<file path="src/rtl/multiphase_clock_gen.sv">
// multiphase_clock_gen: NUM_PH interleaved phase outputs with run-time period/duty/delay config.
// Define MPCLK_DEADTIME_EN to add cfg_dead and the complementary ph_out_n outputs with dead time.
module multiphase_clock_gen #(
    parameter int NUM_PH     = 4,
    parameter int CNT_W      = 16,
    parameter int DEF_PERIOD = 1000,
    parameter int DEF_DUTY   = 500
) (
    input  logic              clk,
    input  logic              rst,
    input  logic              enable,
    input  logic              cfg_valid,
    output logic              cfg_ready,
    input  logic [CNT_W-1:0]  cfg_period,
    input  logic [CNT_W-1:0]  cfg_duty,
    input  logic [CNT_W-1:0]  cfg_delay,
`ifdef MPCLK_DEADTIME_EN
    input  logic [CNT_W-1:0]  cfg_dead,
    output logic [NUM_PH-1:0] ph_out_n,
`endif
    output logic [NUM_PH-1:0] ph_out,
    output logic              sync_pulse,
    output logic              running
);
    localparam int LW = $clog2(NUM_PH);
    typedef enum logic [1:0] {IDLE, DELAY, RUN} state_t;
    state_t st, st_n;
    logic [CNT_W-1:0] cnt, cnt_n, dcnt, dcnt_n;
    logic [CNT_W-1:0] per_a, duty_a, dly_a, per_p, duty_p;
    logic [CNT_W-1:0] per_nx, duty_nx, dly_nx, dead_nx, per_c, cur_c;
    logic pend, pend_n, xfer, wrap, apply;
    logic [NUM_PH-1:0] ph_nx;
    assign cfg_ready = ~pend;
    assign xfer      = cfg_valid && cfg_ready;
    assign cur_c     = per_a < CNT_W'(2) ? CNT_W'(2) : per_a;
    assign wrap      = cnt == cur_c - 1'b1;
    assign apply     = st == RUN && wrap && pend;
    // Values the active config will hold after this edge; outputs are registered from them.
    assign per_nx    = (st != RUN && xfer) ? cfg_period : apply ? per_p : per_a;
    assign duty_nx   = (st != RUN && xfer) ? cfg_duty : apply ? duty_p : duty_a;
    assign dly_nx    = xfer ? cfg_delay : dly_a;
    assign per_c     = per_nx < CNT_W'(2) ? CNT_W'(2) : per_nx;
    assign pend_n    = st == RUN && (xfer || (pend && !wrap));
`ifdef MPCLK_DEADTIME_EN
    logic [CNT_W-1:0] dead_a, dead_p;
    logic [NUM_PH-1:0] ph_n_nx;
    assign dead_nx = (st != RUN && xfer) ? cfg_dead : apply ? dead_p : dead_a;
    always_ff @(posedge clk) begin
        if (rst) begin
            dead_a   <= '0;
            dead_p   <= '0;
            ph_out_n <= '0;
        end else begin
            dead_a   <= dead_nx;
            dead_p   <= (st == RUN && xfer) ? cfg_dead : dead_p;
            ph_out_n <= st_n == RUN ? ph_n_nx : '0;
        end
    end
`else
    assign dead_nx = '0;
`endif
    always_comb begin
        st_n   = st;
        cnt_n  = '0;
        dcnt_n = '0;
        if (st == IDLE) begin
            st_n   = !enable ? IDLE : dly_nx != '0 ? DELAY : RUN;
            dcnt_n = dly_nx;
        end else if (st == DELAY) begin
            st_n   = !enable ? IDLE : dcnt == CNT_W'(1) ? RUN : DELAY;
            dcnt_n = dcnt - 1'b1;
        end else begin
            st_n  = (wrap && !enable) ? IDLE : RUN;
            cnt_n = wrap ? '0 : cnt + 1'b1;
        end
    end
    for (genvar k = 0; k < NUM_PH; k++) begin : g_ph
        logic [CNT_W+4:0] prod;
        logic [CNT_W-1:0] off;
        logic [CNT_W:0]   pos;
        assign prod     = (CNT_W+5)'(k) * (CNT_W+5)'(per_c);
        assign off      = CNT_W'(prod >> LW);
        assign pos      = cnt_n >= off ? {1'b0, cnt_n - off}
                                       : {1'b0, cnt_n} + {1'b0, per_c} - {1'b0, off};
        assign ph_nx[k] = pos >= {1'b0, dead_nx} && pos < {1'b0, duty_nx};
`ifdef MPCLK_DEADTIME_EN
        assign ph_n_nx[k] = pos >= {1'b0, duty_nx} + {1'b0, dead_nx} && pos < {1'b0, per_c};
`endif
    end
    always_ff @(posedge clk) begin
        if (rst) begin
            st         <= IDLE;
            cnt        <= '0;
            dcnt       <= '0;
            per_a      <= CNT_W'(DEF_PERIOD);
            duty_a     <= CNT_W'(DEF_DUTY);
            dly_a      <= '0;
            per_p      <= '0;
            duty_p     <= '0;
            pend       <= 1'b0;
            ph_out     <= '0;
            sync_pulse <= 1'b0;
            running    <= 1'b0;
        end else begin
            st         <= st_n;
            cnt        <= cnt_n;
            dcnt       <= st_n == DELAY ? dcnt_n : '0;
            per_a      <= per_nx;
            duty_a     <= duty_nx;
            dly_a      <= dly_nx;
            per_p      <= (st == RUN && xfer) ? cfg_period : per_p;
            duty_p     <= (st == RUN && xfer) ? cfg_duty : duty_p;
            pend       <= pend_n;
            ph_out     <= st_n == RUN ? ph_nx : '0;
            sync_pulse <= st_n == RUN && cnt_n == '0;
            running    <= st_n == RUN;
        end
    end
endmodule

</file>
<file path="config.mk">
export PLATFORM = sky130hd
export DESIGN_NAME = multiphase_clock_gen
export DESIGN_NICKNAME = d
export VERILOG_FILES = /design/src/rtl/multiphase_clock_gen.sv
export SDC_FILE = /design/constraint.sdc
export NUM_CORES = 1
export LEC_CHECK = 0
export ABC_CLOCK_PERIOD_IN_PS = 13300
export BUFFER_PORTS_ARGS = -buffer_cell sky130_fd_sc_hd__buf_4
export CORE_UTILIZATION = 35
export DETAILED_ROUTE_END_ITERATION = 7
export GPL_TIMING_DRIVEN = 0
export SKIP_LAST_GASP = 1
export SYNTH_ARGS = -nofsm -noshare
export SYNTH_HDL_FRONTEND = slang
export SYNTH_SLANG_ARGS = --single-unit
</file>
<file path="constraint.sdc">
create_clock -name clk -period 13.3 [get_ports clk]
set_input_delay 2.66 -clock clk [delete_from_list [all_inputs] [get_ports clk]]
set_output_delay 2.66 -clock clk [all_outputs]
set_load 0.005 [all_outputs]
</file>
# [After elaboration in Yosys (flattened, before gate mapping)]
# Cells that the tools add are included.
[op_classes] n_addsub=10 n_mul=1 magnitude_cmp=14 eq_ne=7 muxes=23 n_bitwise=3 n_reduce_logical=21
[op_table] op="16-bit 2-to-1 mux" n=12
[op_table] op="17-bit by 1-bit >= comparator with 1-bit output (second input constant)" n=4
[op_table] op="17-bit by 16-bit less-than comparator with 1-bit output" n=4
[op_table] op="17-bit 2-to-1 mux" n=4
[op_table] op="16-bit by 2-bit less-than comparator with 1-bit output (second input constant)" n=2
[op_table] op="16-bit by 1-bit subtractor with 16-bit output (second input constant)" n=2
[op_table] op="2-bit by 16-bit multiplier with 18-bit output (first input constant)" n=1
[op_table] op="16-bit by 16-bit adder with 17-bit output" n=1
[op_table] op="17-bit by 14-bit subtractor with 17-bit output" n=1
[op_table] op="17-bit by 15-bit subtractor with 17-bit output" n=1
[op_table] op="17-bit by 16-bit subtractor with 17-bit output" n=1
[op_table] op="16-bit by 1-bit adder with 16-bit output (second input constant)" n=1
[op_table] op="16-bit by 1-bit == test with 1-bit output (second input constant)" n=1
[op_table] op="16-bit == test" n=1
[op_table] op="16-bit by 1-bit >= comparator with 1-bit output (second input constant)" n=1
[op_table] op="16-bit by 14-bit >= comparator with 1-bit output" n=1
[op_table] op="16-bit by 15-bit >= comparator with 1-bit output" n=1
[op_table] op="16-bit >= comparator" n=1
[op_table] op="16-bit logical NOT" n=1
[op_table] op="16-bit nonzero test" n=1
[op_table] op="16-bit by 14-bit subtractor with 16-bit output" n=1
[op_table] op="16-bit by 15-bit subtractor with 16-bit output" n=1
[op_table] op="16-bit subtractor" n=1
[op_table] op="2-bit 2-to-1 mux" n=7
[op_table] op="9 further kinds" n=27
[totals] register_bits=121 in_bits=52 wordCells=91

# [Longest topological paths before layout]
[depth] ltp_word=15 ltp_mapped=57 depth_no_buf=54

# [Least setup slack after synthesis]
# No wires, ideal clock.
[synth_path] kind="in2reg" start="input cfg_valid" end="register ph_out[3]" setup_ns=0.087 arrival_time_ns=10.435 path_slack_ns=2.779 cell_stages=44 n_path_buf=3 cell_sequence="nand2_1 > nor2_1 > clkbuf_1 > nor2_1 > clkbuf_1 > a21oi_1 > nand4_1 > nor4_1 > nand2b_1 > inv_1 > fa_1 > nor2b_1 > o21ai_0 > a21oi_1 > o21ai_0 > a21oi_1 > nor2_1 > xor2_1 > [... 8 more ...] > o2bb2ai_4 > buf_6 > nor2_1 > a21oi_1 > ha_1 > a21oi_1 > nor2b_1 > o21ai_0 > nand2b_1 > a21oi_1 > nor2b_1 > o21ai_0 > nand2b_1 > a21oi_1 > o311ai_0 > o21bai_1 > o41ai_2 > a221oi_2"
[synth_between] elab_chain_len=10 elab_cells_between_ends=23 cone_classes="add/sub: 3; mul: 1; order compare: 4; eq/ne: 1; mux: 8; bitwise: 1; reduce/logical: 5"
[synth_rtl] item="start: declaration" line="12" rtl="input logic cfg_valid,"
[synth_rtl] item="1-bit logical AND *" line="34" rtl="assign xfer = cfg_valid && cfg_ready;"
[synth_rtl] item="1-bit logical AND" line="39, 40"
[synth_rtl] item="16-bit 2-to-1 mux" line="39" rtl="assign per_nx = (st != RUN && xfer) ? cfg_period : apply ? per_p : per_a;"
[synth_rtl] item="16-bit by 2-bit less-than comparator with 1-bit output" line="42" rtl="assign per_c = per_nx < CNT_W'(2) ? CNT_W'(2) : per_nx;"
[synth_rtl] item="16-bit 2-to-1 mux" line="42"
[synth_rtl] item="2-bit by 16-bit multiplier with 18-bit output or 16-bit by 16-bit adder with 17-bit output (tied branches)" line="81, 84"
[synth_rtl] item="17-bit by 16-bit subtractor with 17-bit output, or another cell as far along" line="84" rtl=": {1'b0, cnt_n} + {1'b0, per_c} - {1'b0, off};"
[synth_rtl] item="17-bit 2-to-1 mux" line="83" rtl="assign pos = cnt_n >= off ? {1'b0, cnt_n - off}"
[synth_rtl] item="17-bit by 1-bit >= comparator with 1-bit output or 17-bit by 16-bit less-than comparator with 1-bit output (tied branches)" line="85" rtl="assign ph_nx[k] = pos >= {1'b0, dead_nx} && pos < {1'b0, duty_nx};"
[synth_rtl] item="1-bit logical AND" line="85"
[synth_rtl] item="end signal: assignment" line="114" rtl="ph_out <= st_n == RUN ? ph_nx : '0;"
[synth_rtl] item="end: declaration" line="21" rtl="output logic [NUM_PH-1:0] ph_out,"
# Every way passes the cells marked *; elsewhere a longest branch is shown, timed or not.
# A chain may end at the register's enable or synchronous reset.

# [Final worst setup path]
[layout_path] start="register per_a[2]" end="register ph_out[3]"
[layout_between] elab_chain_len=15 elab_cells_between_ends=31 cone_classes="add/sub: 4; mul: 1; order compare: 5; eq/ne: 2; mux: 13; bitwise: 1; reduce/logical: 5"
[layout_rtl] item="start: declaration" line="29" rtl="logic [CNT_W-1:0] per_a, duty_a, dly_a, per_p, duty_p;"
[layout_rtl] item="start signal: assignment" line="95" rtl="per_a <= CNT_W'(DEF_PERIOD);"
[layout_rtl] item="start signal: assignment" line="108" rtl="per_a <= per_nx;"
[layout_rtl] item="16-bit by 2-bit less-than comparator with 1-bit output" line="35" rtl="assign cur_c = per_a < CNT_W'(2) ? CNT_W'(2) : per_a;"
[layout_rtl] item="16-bit 2-to-1 mux" line="35"
[layout_rtl] item="16-bit by 1-bit subtractor with 16-bit output" line="36" rtl="assign wrap = cnt == cur_c - 1'b1;"
[layout_rtl] item="16-bit == test" line="36"
[layout_rtl] item="1-bit logical AND (2 in a row)" line="37" rtl="assign apply = st == RUN && wrap && pend;"
[layout_rtl] item="16-bit 2-to-1 mux (2 in a row)" line="39"
[layout_rtl] item="16-bit by 2-bit less-than comparator with 1-bit output" line="42"
[layout_rtl] item="16-bit 2-to-1 mux" line="42"
[layout_rtl] item="2-bit by 16-bit multiplier with 18-bit output or 16-bit by 16-bit adder with 17-bit output (tied branches)" line="81, 84"
[layout_rtl] item="17-bit by 16-bit subtractor with 17-bit output, or another cell as far along" line="84"
[layout_rtl] item="17-bit 2-to-1 mux" line="83"
[layout_rtl] item="17-bit by 1-bit >= comparator with 1-bit output or 17-bit by 16-bit less-than comparator with 1-bit output (tied branches)" line="85"
[layout_rtl] item="1-bit logical AND" line="85"
# Parallel ways exist; a longest one is shown, timed or not.

==> flow_summary.json <==
{
  "synthFlopType": "dfxtp_1",
  "firstDrtPassIters": 5,
  "ant_nets": 0,
  "final_common_cell": "ha_1",
  "max_freq_mhz": 82.7,
  "grt_max_degree": 17,
  "synth.yosys.seq_area_share_pct": 19.1,
  "vias_per_cell": 5.62,
  "synth.mux.area_fraction_pct": 3.02,
  "met3_length_um": 2960,
  "wl_per_cell_um": 18.7,
  "grt_util_all_layers_pct": 22.4,
  "max-slew-margin-rel_pct": 2.57,
  "synth_nets": 1896,
  "grt_pass1_wl_um": 63500,
  "htreeDepth": 4,
  "cp.arrival_ps": 12440,
  "setup_viol": 0,
  "netlist_area_mm2": 0.0127,
  "status": "finished clean",
  "synth_adder_area_share_pct": 19.8,
  "cpPeakStageDelay_ps": 560,
  "clockRootBuffer": "clkbuf_16",
  "nets": 1976,
  "synthCells": 1654,
  "rows": 69,
  "tightest_slew_ps": 1460,
  "drive_above_1_share_pct": 8.64,
  "ctsHoldBuffers": 0,
  "layout_common_cells": "ha_1, nor2_1, nand2_1",
  "core-area_mm2": 0.0356,
  "drt-initial-drc-count": 964,
  "path_max_fanout": 10,
  "final_area_mm2": 0.0145,
  "antenna_found_initial": 0,
  "fp.dieW_um": 192,
  "synth_top_family_by_area": "simple AND/OR/NAND/NOR gates",
  "route.vias.total": 12418,
  "dr_wl_met2_um": 18100,
  "synthSimpleGateAreaFrac_pct": 23.6,
  "synth_cell_types": 84,
  "area_growth_pct": 14.2,
  "top_layer": "met4",
  "crit_required_ps": 13650,
  "start_kind": "register",
  "met1_length_um": 19200,
  "yosys_warnings": 0,
  "routed_wirelength_um": 41200,
  "powerDensity_mw_per_mm2": 118,
  "die-area_mm2": 0.0370,
  "p_leak_nw": 6.42,
  "vdd_ir_drop_max_v": 0.000117,
  "timing.final.crit_share_pct": 90.9,
  "cts_made_buffers": 17,
  "synth-seq-cells": 121,
  "fin_crit_ps": 12090,
  "clock-sinks": 121,
  "grt_pass1_vias": 11664,
  "dpl-instance-area_mm2": 0.0137,
  "chipHeight_um": 192,
  "clk_path_buf_depth": 2,
  "io_pins": 59,
  "synth_compound_area_share_pct": 22.1,
  "antenna_cells": 0,
  "drc_errors": 0,
  "crit_slowest_cell": "or4_4",
  "place_congestion": 0.912,
  "synth_xor_area_share_pct": 8.08,
  "overflow": 0,
  "path_clk_slew_ps": 70,
  "synth_edf_count": 0,
  "finalSetupTns_ps": 0,
  "ys_async_sr_fraction_pct": 0,
  "multi_input_area_mm2": 0.00987,
  "rsz0062_at_grt": "false",
  "maxCapViolCount": 0,
  "path_class": "register to register",
  "hold_path.class": "register to register",
  "dpl.hpwl_um": 33200,
  "synth.avg_cell_area_um2": 7.66,
  "regArea_mm2": 0.00242,
  "whs_ps": 455,
  "num-fill-cells": 3643,
  "hold_viol": 0,
  "tritoncts": "done",
  "endpoint_kind": "register",
  "finalMaxSlewViolations": 0,
  "insertion_delay_ps": 430,
  "clock_skew_ps": 14.7,
  "io_buffers": 57,
  "initial_utilization_pct": 35.6
}
power breakdown:
group / switching, W / internal (W) / total [W]
logic: 0.000487 / 0.000362 / 0.000848
registers: 0.0000128 / 0.000378 / 0.000390
clock network: 0.000188 / 0.000288 / 0.000476
total: 0.000688 / 0.00103 / 0.00171
critical path: cells and delay by family (launching register included):
kind                       cells  cell delay (ps)
DFF                            1              300
xor gates and xnor gates       1              210
and+or+nand+nor               12             2920
AOI/OAI and AO/OA             25             5720
adders and majority gates      6             1970
buffers and inverters          3              620
muxes                          1              280
area by class of cell:
type	count	share of cell area, %
Multi-Input combinational cell	1396	68.2
Sequential cell	121	16.7
Tap cell	461	3.99
Timing Repair Buffer	61	3.19
Clock buffer	20	3.16
Inverter	85	2.20
Buffer	52	1.55
Clock inverter	12	0.968
per-stage QoR:
stage               worst slack, ps  total power (W)  util, %  instances
finish                         1210          0.00171     40.7       2208
global placement                225          0.00121     38.5       2172
floorplan                      2780          0.00102        -       1654
CTS                             450          0.00170     40.2       2206
global route                   56.4          0.00184     40.7       2208
detailed placement              304          0.00123     38.6       2174
Yosys cell counts, types with 18 or more instances:
| library cell | number | share of area, % |
|---|---|---|
| ha_1 | 182 | 18 |
| nor2_1 | 163 | 4.8 |
| nand2_1 | 162 | 4.8 |
| a21oi_1 | 152 | 6.0 |
| dfxtp_1 | 121 | 19 |
| inv_1 | 84 | 2.5 |
| o21ai_0 | 81 | 3.2 |
| xnor2_1 | 65 | 4.5 |
| xor2_1 | 52 | 3.6 |
| nor3_1 | 51 | 2.0 |
| nand2b_1 | 44 | 2.2 |
| nor2b_1 | 40 | 2.0 |
| a21o_1 | 38 | 2.3 |
| clkbuf_1 | 38 | 1.1 |
| mux2i_1 | 36 | 2.8 |
| nand3_1 | 36 | 1.4 |
| nand4_1 | 28 | 1.4 |
| or3_1 | 22 | 1.1 |
| a211oi_1 | 21 | 1.2 |
| nor4_1 | 21 | 1.0 |
| a21boi_0 | 18 | 1.1 |
sequential cells by signal, summed over array words and instances (netlist names):
name,count
duty_p,16
duty_a,16
pend,1
ph_out,4
cnt,16
sync_pulse,1
per_p,16
dly_a,16
dcnt,16
st,2
per_a,16
running,1
per-layer routing:
metal,track usage (%),up-vias
met2,35.2,380
li1,-,6133
met3,3.71,53
met4,7.33,0
met1,30.8,5852
met5,0,-
worst paths after layout:
check | depth (start not counted) | endpoint | from | slack (ps)
min | 2 | per_p[11] | per_p[11] | 450
max reg2reg | 48 | ph_out[3] | per_a[2] | 1210
max | 48 | ph_out[3] | per_a[2] | 1210
min reg2reg | 2 | per_p[11] | per_p[11] | 450
what timing repair did:
item / in CTS / in global routing
endpoints found under the setup margin: 0 / 1
resized for setup: 0 / 32
setup buffers: 0 / 2
logic make-up (layout without fill, tap and decap cells):
kind of cell               after synthesis  count (layout)
buffers and inverters                  137             230
muxes                                   38              38
AOI/OAI and AO/OA                      431             431
and+or+nand+nor                        613             613
DFF                                    121             121
adders and majority gates              197             197
xor gates and xnor gates               117             117
(Power assumes the default switching activity.)
